## src/rtl/stage_id_pipe.sv

```systemverilog
// Instruction-decode stage: register read with EX/MEM forwarding, load-use
// stall detection, control decode and a registered ID/EX output with valid/ready.
module stage_id_pipe #(
  parameter int DATA_W = 32,
  parameter int RA_W   = 5
) (
  input  logic              clock,
  input  logic              reset,
  input  logic              in_valid,
  output logic              in_ready,
  input  logic [31:0]       in_inst,
  input  logic [DATA_W-1:0] in_newpc,
  output logic [RA_W-1:0]   rf_addr_rs,
  output logic [RA_W-1:0]   rf_addr_rt,
  input  logic [DATA_W-1:0] rf_data_rs,
  input  logic [DATA_W-1:0] rf_data_rt,
  input  logic              ex_wr_en,
  input  logic              ex_wr_is_load,
  input  logic [RA_W-1:0]   ex_wr_addr,
  input  logic [DATA_W-1:0] ex_wr_data,
  input  logic              mem_wr_en,
  input  logic [RA_W-1:0]   mem_wr_addr,
  input  logic [DATA_W-1:0] mem_wr_data,
  input  logic              flush,
  output logic              out_valid,
  input  logic              out_ready,
  output logic [31:0]       out_inst,
  output logic [DATA_W-1:0] out_newpc,
  output logic [DATA_W-1:0] out_rega,
  output logic [DATA_W-1:0] out_regb,
  output logic [DATA_W-1:0] out_imm,
  output logic [RA_W-1:0]   out_dst,
  output logic              out_regwrite,
  output logic              out_memtoreg,
  output logic              out_memwrite,
  output logic              out_branch,
  output logic              out_useimm,
  output logic              out_shift,
  output logic              out_illegal,
  output logic [3:0]        out_aluop
);

  typedef enum logic [3:0] {
    ALU_ADD = 4'd0, ALU_SUB = 4'd1, ALU_AND = 4'd2, ALU_OR  = 4'd3,
    ALU_XOR = 4'd4, ALU_NOR = 4'd5, ALU_SLT = 4'd6, ALU_SLL = 4'd7,
    ALU_SRL = 4'd8, ALU_SRA = 4'd9
  } alu_op_e;

  logic [5:0]        op;
  logic [5:0]        funct;
  logic [RA_W-1:0]   rs, rt, rd;
  logic [DATA_W-1:0] imm_sext, imm_zext, dec_imm;
  logic [RA_W-1:0]   dec_dst;
  alu_op_e           dec_aluop;
  logic              dec_regwrite, dec_memtoreg, dec_memwrite, dec_branch;
  logic              dec_useimm, dec_shift, dec_illegal, uses_rs, uses_rt;
  logic [DATA_W-1:0] fwd_rs, fwd_rt;
  logic              ex_fwd, hazard, accept;

  assign op         = in_inst[31:26];
  assign funct      = in_inst[5:0];
  assign rs         = RA_W'(in_inst[25:21]);
  assign rt         = RA_W'(in_inst[20:16]);
  assign rd         = RA_W'(in_inst[15:11]);
  assign rf_addr_rs = rs;
  assign rf_addr_rt = rt;

  // Built bitwise so DATA_W == 16 needs no zero-width replication.
  always_comb begin
    imm_sext       = {DATA_W{in_inst[15]}};
    imm_sext[15:0] = in_inst[15:0];
    imm_zext       = '0;
    imm_zext[15:0] = in_inst[15:0];
  end

  always_comb begin
    dec_imm      = imm_sext;
    dec_dst      = '0;
    dec_aluop    = ALU_ADD;
    dec_regwrite = 1'b0;
    dec_memtoreg = 1'b0;
    dec_memwrite = 1'b0;
    dec_branch   = 1'b0;
    dec_useimm   = 1'b0;
    dec_shift    = 1'b0;
    dec_illegal  = 1'b0;
    uses_rs      = 1'b0;
    uses_rt      = 1'b0;
    case (op)
      6'b000000: begin
        dec_dst      = rd;
        dec_regwrite = 1'b1;
        uses_rs      = 1'b1;
        uses_rt      = 1'b1;
        case (funct)
          6'b100000: dec_aluop = ALU_ADD;
          6'b100010: dec_aluop = ALU_SUB;
          6'b100100: dec_aluop = ALU_AND;
          6'b100101: dec_aluop = ALU_OR;
          6'b100110: dec_aluop = ALU_XOR;
          6'b100111: dec_aluop = ALU_NOR;
          6'b101010: dec_aluop = ALU_SLT;
          6'b000000: begin dec_aluop = ALU_SLL; dec_shift = 1'b1; end
          6'b000010: begin dec_aluop = ALU_SRL; dec_shift = 1'b1; end
          6'b000011: begin dec_aluop = ALU_SRA; dec_shift = 1'b1; end
          default: begin
            // Unknown funct must not stall on operands it will never use.
            dec_illegal  = 1'b1;
            dec_dst      = '0;
            dec_regwrite = 1'b0;
            uses_rs      = 1'b0;
            uses_rt      = 1'b0;
          end
        endcase
      end
      6'b001000, 6'b001100, 6'b001101: begin
        dec_dst      = rt;
        dec_regwrite = 1'b1;
        dec_useimm   = 1'b1;
        uses_rs      = 1'b1;
        if (op == 6'b001100) begin
          dec_aluop = ALU_AND;
          dec_imm   = imm_zext;
        end else if (op == 6'b001101) begin
          dec_aluop = ALU_OR;
          dec_imm   = imm_zext;
        end
      end
      6'b100011: begin
        dec_dst      = rt;
        dec_regwrite = 1'b1;
        dec_memtoreg = 1'b1;
        dec_useimm   = 1'b1;
        uses_rs      = 1'b1;
      end
      6'b101011: begin
        dec_memwrite = 1'b1;
        dec_useimm   = 1'b1;
        uses_rs      = 1'b1;
        uses_rt      = 1'b1;
      end
      6'b000100: begin
        dec_aluop  = ALU_SUB;
        dec_branch = 1'b1;
        uses_rs    = 1'b1;
        uses_rt    = 1'b1;
      end
      default: dec_illegal = 1'b1;
    endcase
  end

  // A load still in EX has no data yet; it is caught by the hazard check instead.
  assign ex_fwd = ex_wr_en && !ex_wr_is_load;

  assign fwd_rs = (rs == '0)                          ? '0          :
                  (ex_fwd && ex_wr_addr == rs)        ? ex_wr_data  :
                  (mem_wr_en && mem_wr_addr == rs)    ? mem_wr_data : rf_data_rs;
  assign fwd_rt = (rt == '0)                          ? '0          :
                  (ex_fwd && ex_wr_addr == rt)        ? ex_wr_data  :
                  (mem_wr_en && mem_wr_addr == rt)    ? mem_wr_data : rf_data_rt;

  assign hazard   = ex_wr_en && ex_wr_is_load && (ex_wr_addr != '0) &&
                    ((uses_rs && ex_wr_addr == rs) || (uses_rt && ex_wr_addr == rt));
  assign in_ready = !hazard && (!out_valid || out_ready);
  assign accept   = in_valid && in_ready;

  // Flush beats acceptance; a bubble or flush touches only out_valid.
  always_ff @(posedge clock or negedge reset) begin
    if (!reset) begin
      out_valid    <= 1'b0;
      out_inst     <= '0;
      out_newpc    <= '0;
      out_rega     <= '0;
      out_regb     <= '0;
      out_imm      <= '0;
      out_dst      <= '0;
      out_regwrite <= 1'b0;
      out_memtoreg <= 1'b0;
      out_memwrite <= 1'b0;
      out_branch   <= 1'b0;
      out_useimm   <= 1'b0;
      out_shift    <= 1'b0;
      out_illegal  <= 1'b0;
      out_aluop    <= '0;
    end else if (flush) begin
      out_valid <= 1'b0;
    end else if (accept) begin
      out_valid    <= 1'b1;
      out_inst     <= in_inst;
      out_newpc    <= in_newpc;
      out_rega     <= fwd_rs;
      out_regb     <= fwd_rt;
      out_imm      <= dec_imm;
      out_dst      <= dec_dst;
      out_regwrite <= dec_regwrite;
      out_memtoreg <= dec_memtoreg;
      out_memwrite <= dec_memwrite;
      out_branch   <= dec_branch;
      out_useimm   <= dec_useimm;
      out_shift    <= dec_shift;
      out_illegal  <= dec_illegal;
      out_aluop    <= dec_aluop;
    end else if (out_ready) begin
      out_valid <= 1'b0;
    end
  end

endmodule
```

## config.mk

```make
export PLATFORM = sky130hd
export DESIGN_NAME = stage_id_pipe
export DESIGN_NICKNAME = d
export VERILOG_FILES = /design/src/rtl/stage_id_pipe.sv
export SDC_FILE = /design/constraint.sdc
export NUM_CORES = 1
export LEC_CHECK = 0
export BUFFER_PORTS_ARGS = -buffer_cell sky130_fd_sc_hd__buf_2
export CAP_MARGIN = 0
export CORE_AREA = 2 2 156 158
export CTS_CLUSTER_DIAMETER = 120
export DETAILED_ROUTE_END_ITERATION = 10
export DIE_AREA = 0 0 158 160
export SKIP_LAST_GASP = 1
export SYNTH_ARGS = -nofsm -noshare
export SYNTH_HDL_FRONTEND = slang
export SYNTH_SLANG_ARGS = --single-unit
```

## constraint.sdc

```tcl
create_clock -name clock -period 2.03 [get_ports clock]
set_clock_uncertainty 0.2 [all_clocks]
set_input_delay 0.203 -clock clock [delete_from_list [all_inputs] [get_ports clock]]
set_output_delay 0.203 -clock clock [all_outputs]
set_load 0.005 [all_outputs]
```

==> results.tsv <==
stage	metric	value	unit
cts	clock_sinks	146	
critical_path	worstPathMaxFanout	18	
finish	n_antenna_cell	0	
global_routing	use_met2	0.356	
critical_path	critical-path-top-delay-family	simple AND/OR/NAND/NOR gates	
global_routing	antenna_found_initial	2	
timing	fmax	0.457	GHz
synthesis	syn_area	0.00758	mm^2
synthesis	synth-seq-cells	146	
job	max-cap-violations	0	
global_routing	grt_pass1_wl	40.9	mm
timing	tightest_slew	0.421	ns
floorplan	fp.dieArea	0.0253	mm^2
cts	cts.clk_slew.worst_paths	0.07	ns
floorplan	die_w	158	um
cts	cts_tree	yes	
finish	areaGrowthSynthToFinish	53.7	%
critical_path	start_kind	flip-flop	
timing	finalMaxSlewViolations	0	
route	drtPass1Iterations	8	
route	wl_per_cell	19.0	um
critical_path	crit_buf_inv	1	
run_status	status	complete, but fails checks	
synthesis	ys_warn_count	0	
cts	htree_levels	4	
finish	fin_nets	1438	
critical_path	worstPathArrival	2.28	ns
critical_path	slowest_delay	0.51	ns
route	first_iter_violations	372	
finish	n_fill_cell	2297	
route	drc_errors	0	
cts	cts_setup_buffers	0	
route	vias	7678	
timing	worst_slack	-0.158	ns
timing	setup_viol	144	
synthesis	syn_nets	968	
cts	worstSkewPairLatency	0.40	ns
power_and_ir_drop	power_leakage	0.00594	uW
timing	period_share	1.08	
synthesis	synth_common_cells	dfrtp_1, nand2_1, mux2_2, nor2_1, a22o_1	
synthesis	ys_seq_area_frac	0.482	
placement	place_ws	-0.463	ns
global_routing	use_met1	0.262	
floorplan	num_rows	57	
synthesis	syn_inst	758	
global_routing	first_global_vias	7358	
synthesis	synth_most_common_cell	dfrtp_1	
placement	io_buffer_count	397	
timing	whs	0.0149	ns
global_routing	busiest_layer	met2	
synthesis	avgSynthCellArea	9.99	um^2
power_and_ir_drop	power_density	757	mW/mm^2
timing	rsz0062_at_grt	true	
synthesis	synth_top_area_frac	0.482	
finish	drive_gt1_frac	0.478	
synthesis	yosysUniqueCellTypes	41	
route	drtAntennaViolNets	0	
synthesis	synth-edff-count	0	
placement	hpwlAfterDp	20.1	mm
floorplan	initial_utilization	0.318	
global_routing	grt_max_degree	77	
placement	gp_congestion	0.836	
synthesis	synth_area_leaders	dfrtp_1, mux2_2, a22o_1	
run_status	violations	setup timing	
cts	cts_made_buffers	17	
route	viasPerCell	4.91	
route	drt_wl_total	29.8	mm
synthesis	synth-main-ff-cell	dfrtp_1	
cts	root_buffer	clkbuf_16	
global_routing	grt_usage	0.213	
power_and_ir_drop	peakVddDrop	0.394	mV
critical_path	cp_slowest_cell	or3b_4	
floorplan	io_pins	398	
global_routing	met3_usage	0.0535	
timing	min_period	2.19	ns
global_routing	gr-total-overflow	0	
critical_path	path_class	flip-flop to flip-flop	
synthesis	synth_area_leader_cell	dfrtp_1	
critical_path	cp_cell_sequence	a211o_1 > a2bb2oi_2 > or3b_4 > buf_16 > mux2_4	
min_path	hold_path.class	input pin to flip-flop	
critical_path	end_kind	flip-flop	
critical_path	crit_required	2.13	ns
cts	cts_buffer_depth	2	
timing	max_slew_margin	0.717	
floorplan	die_y	160	um
timing	finalHoldViolCount	0	
floorplan	coreArea	0.0238	mm^2
synthesis	async_reset_ff_frac	1.00	
[flip-flops by register name, indices dropped and copies added, names as in the netlist, 4 cells and up]
signal,count
out_regb,32
out_rega,32
out_aluop,4
out_inst,32
out_dst,5
out_newpc,32
[area by class of cell]
class	instances	area, um^2	share of cell area
Timing Repair Buffer	542	3590	0.308
Clock inverter	13	174	0.0149
Clock buffer	19	433	0.0372
Sequential cell	146	3650	0.314
Tap cell	324	405	0.0348
Multi-Input combinational cell	513	3360	0.289
Inverter	8	30.0	0.00258
[worst min-delay path: cells and delay by family]
kind            cells  cell delay [ns]
compound gates      2             0.25
simple gates        1             0.05
buf+inv             1             0.10
[final timing paths]
check | depth (start not counted) | end | slack, ns | start
max | 5 | out_branch | -0.16 | out_valid
min | 4 | out_regb[5] | 0.01 | ex_wr_data[5]
max reg2reg | 5 | out_branch | -0.16 | out_valid
min reg2reg | 1 | out_illegal | 0.28 | out_illegal
max in group asynchronous | 3 | out_aluop[3] | 0.91 | reset
min in group asynchronous | 2 | out_newpc[12] | 0.03 | reset
[placed cells by master, fill, tap and decap left out, types with 4 or more instances in the layout]
cell type	synthesis	final
xor2_1	13	13
nor2_1	75	74
nand2_1	139	139
a31oi_1	64	64
inv_1	8	8
nor3_1	10	7
mux2_2	76	75
o21ai_0	7	7
buf_4	46	47
clkbuf_16	0	23
mux2i_1	4	4
clkinv_4	0	5
nor4_1	4	4
a22o_1	69	69
dfrtp_1	146	146
buf_2	3	395
nor2b_1	5	4
inv_6	0	4
buf_6	10	6
dlygate4sd3_1	0	72
buf_12	0	11
and3_1	4	4
a21oi_1	4	4
xnor2_1	9	9
[timing repair]
action                                  4_1_cts  5_1_grt
gates cloned                                  0       16
pin swaps                                     0        1
gates resized for setup                       3       13
hold buffers                                 72        0
endpoints found under the setup margin      141      146
hold endpoints to repair                    220        0
[cells by family after synthesis]
group | synth area share
simple gates | 0.139
compound gates | 0.152
flops | 0.482
buf+inv | 0.0832
mux | 0.118
xor+xnor | 0.0254
[layer usage]
metal	part of all wire	up-vias
li1	-	3583
met1	0.42	3705
met2	0.48	336
met3	0.065	50
met4	0.029	4
met5	0.0010	-
[where the power goes]
group | switching [uW] | internal (uW) | total [uW]
Combinational | 885 | 1120 | 2010
Clock | 1300 | 1960 | 3260
Sequential | 235 | 3320 | 3550
[through the flow]
stage | area, um^2 | cells | power (uW) | TNS (ns) | utilization
after floorplan | 7590 | 758 | 4460 | -43.30 | -
after global placement | 9990 | 1445 | 5370 | -53.20 | 0.419
after detailed placement | 9990 | 1445 | 5400 | -56.81 | 0.419
after CTS | 11300 | 1549 | 8810 | -11.83 | 0.476
after global routing | 11600 | 1565 | 9250 | -19.06 | 0.489
final | 11600 | 1565 | 8820 | -15.43 | 0.489
No activity file was read; power rests on OpenSTA's default activity.
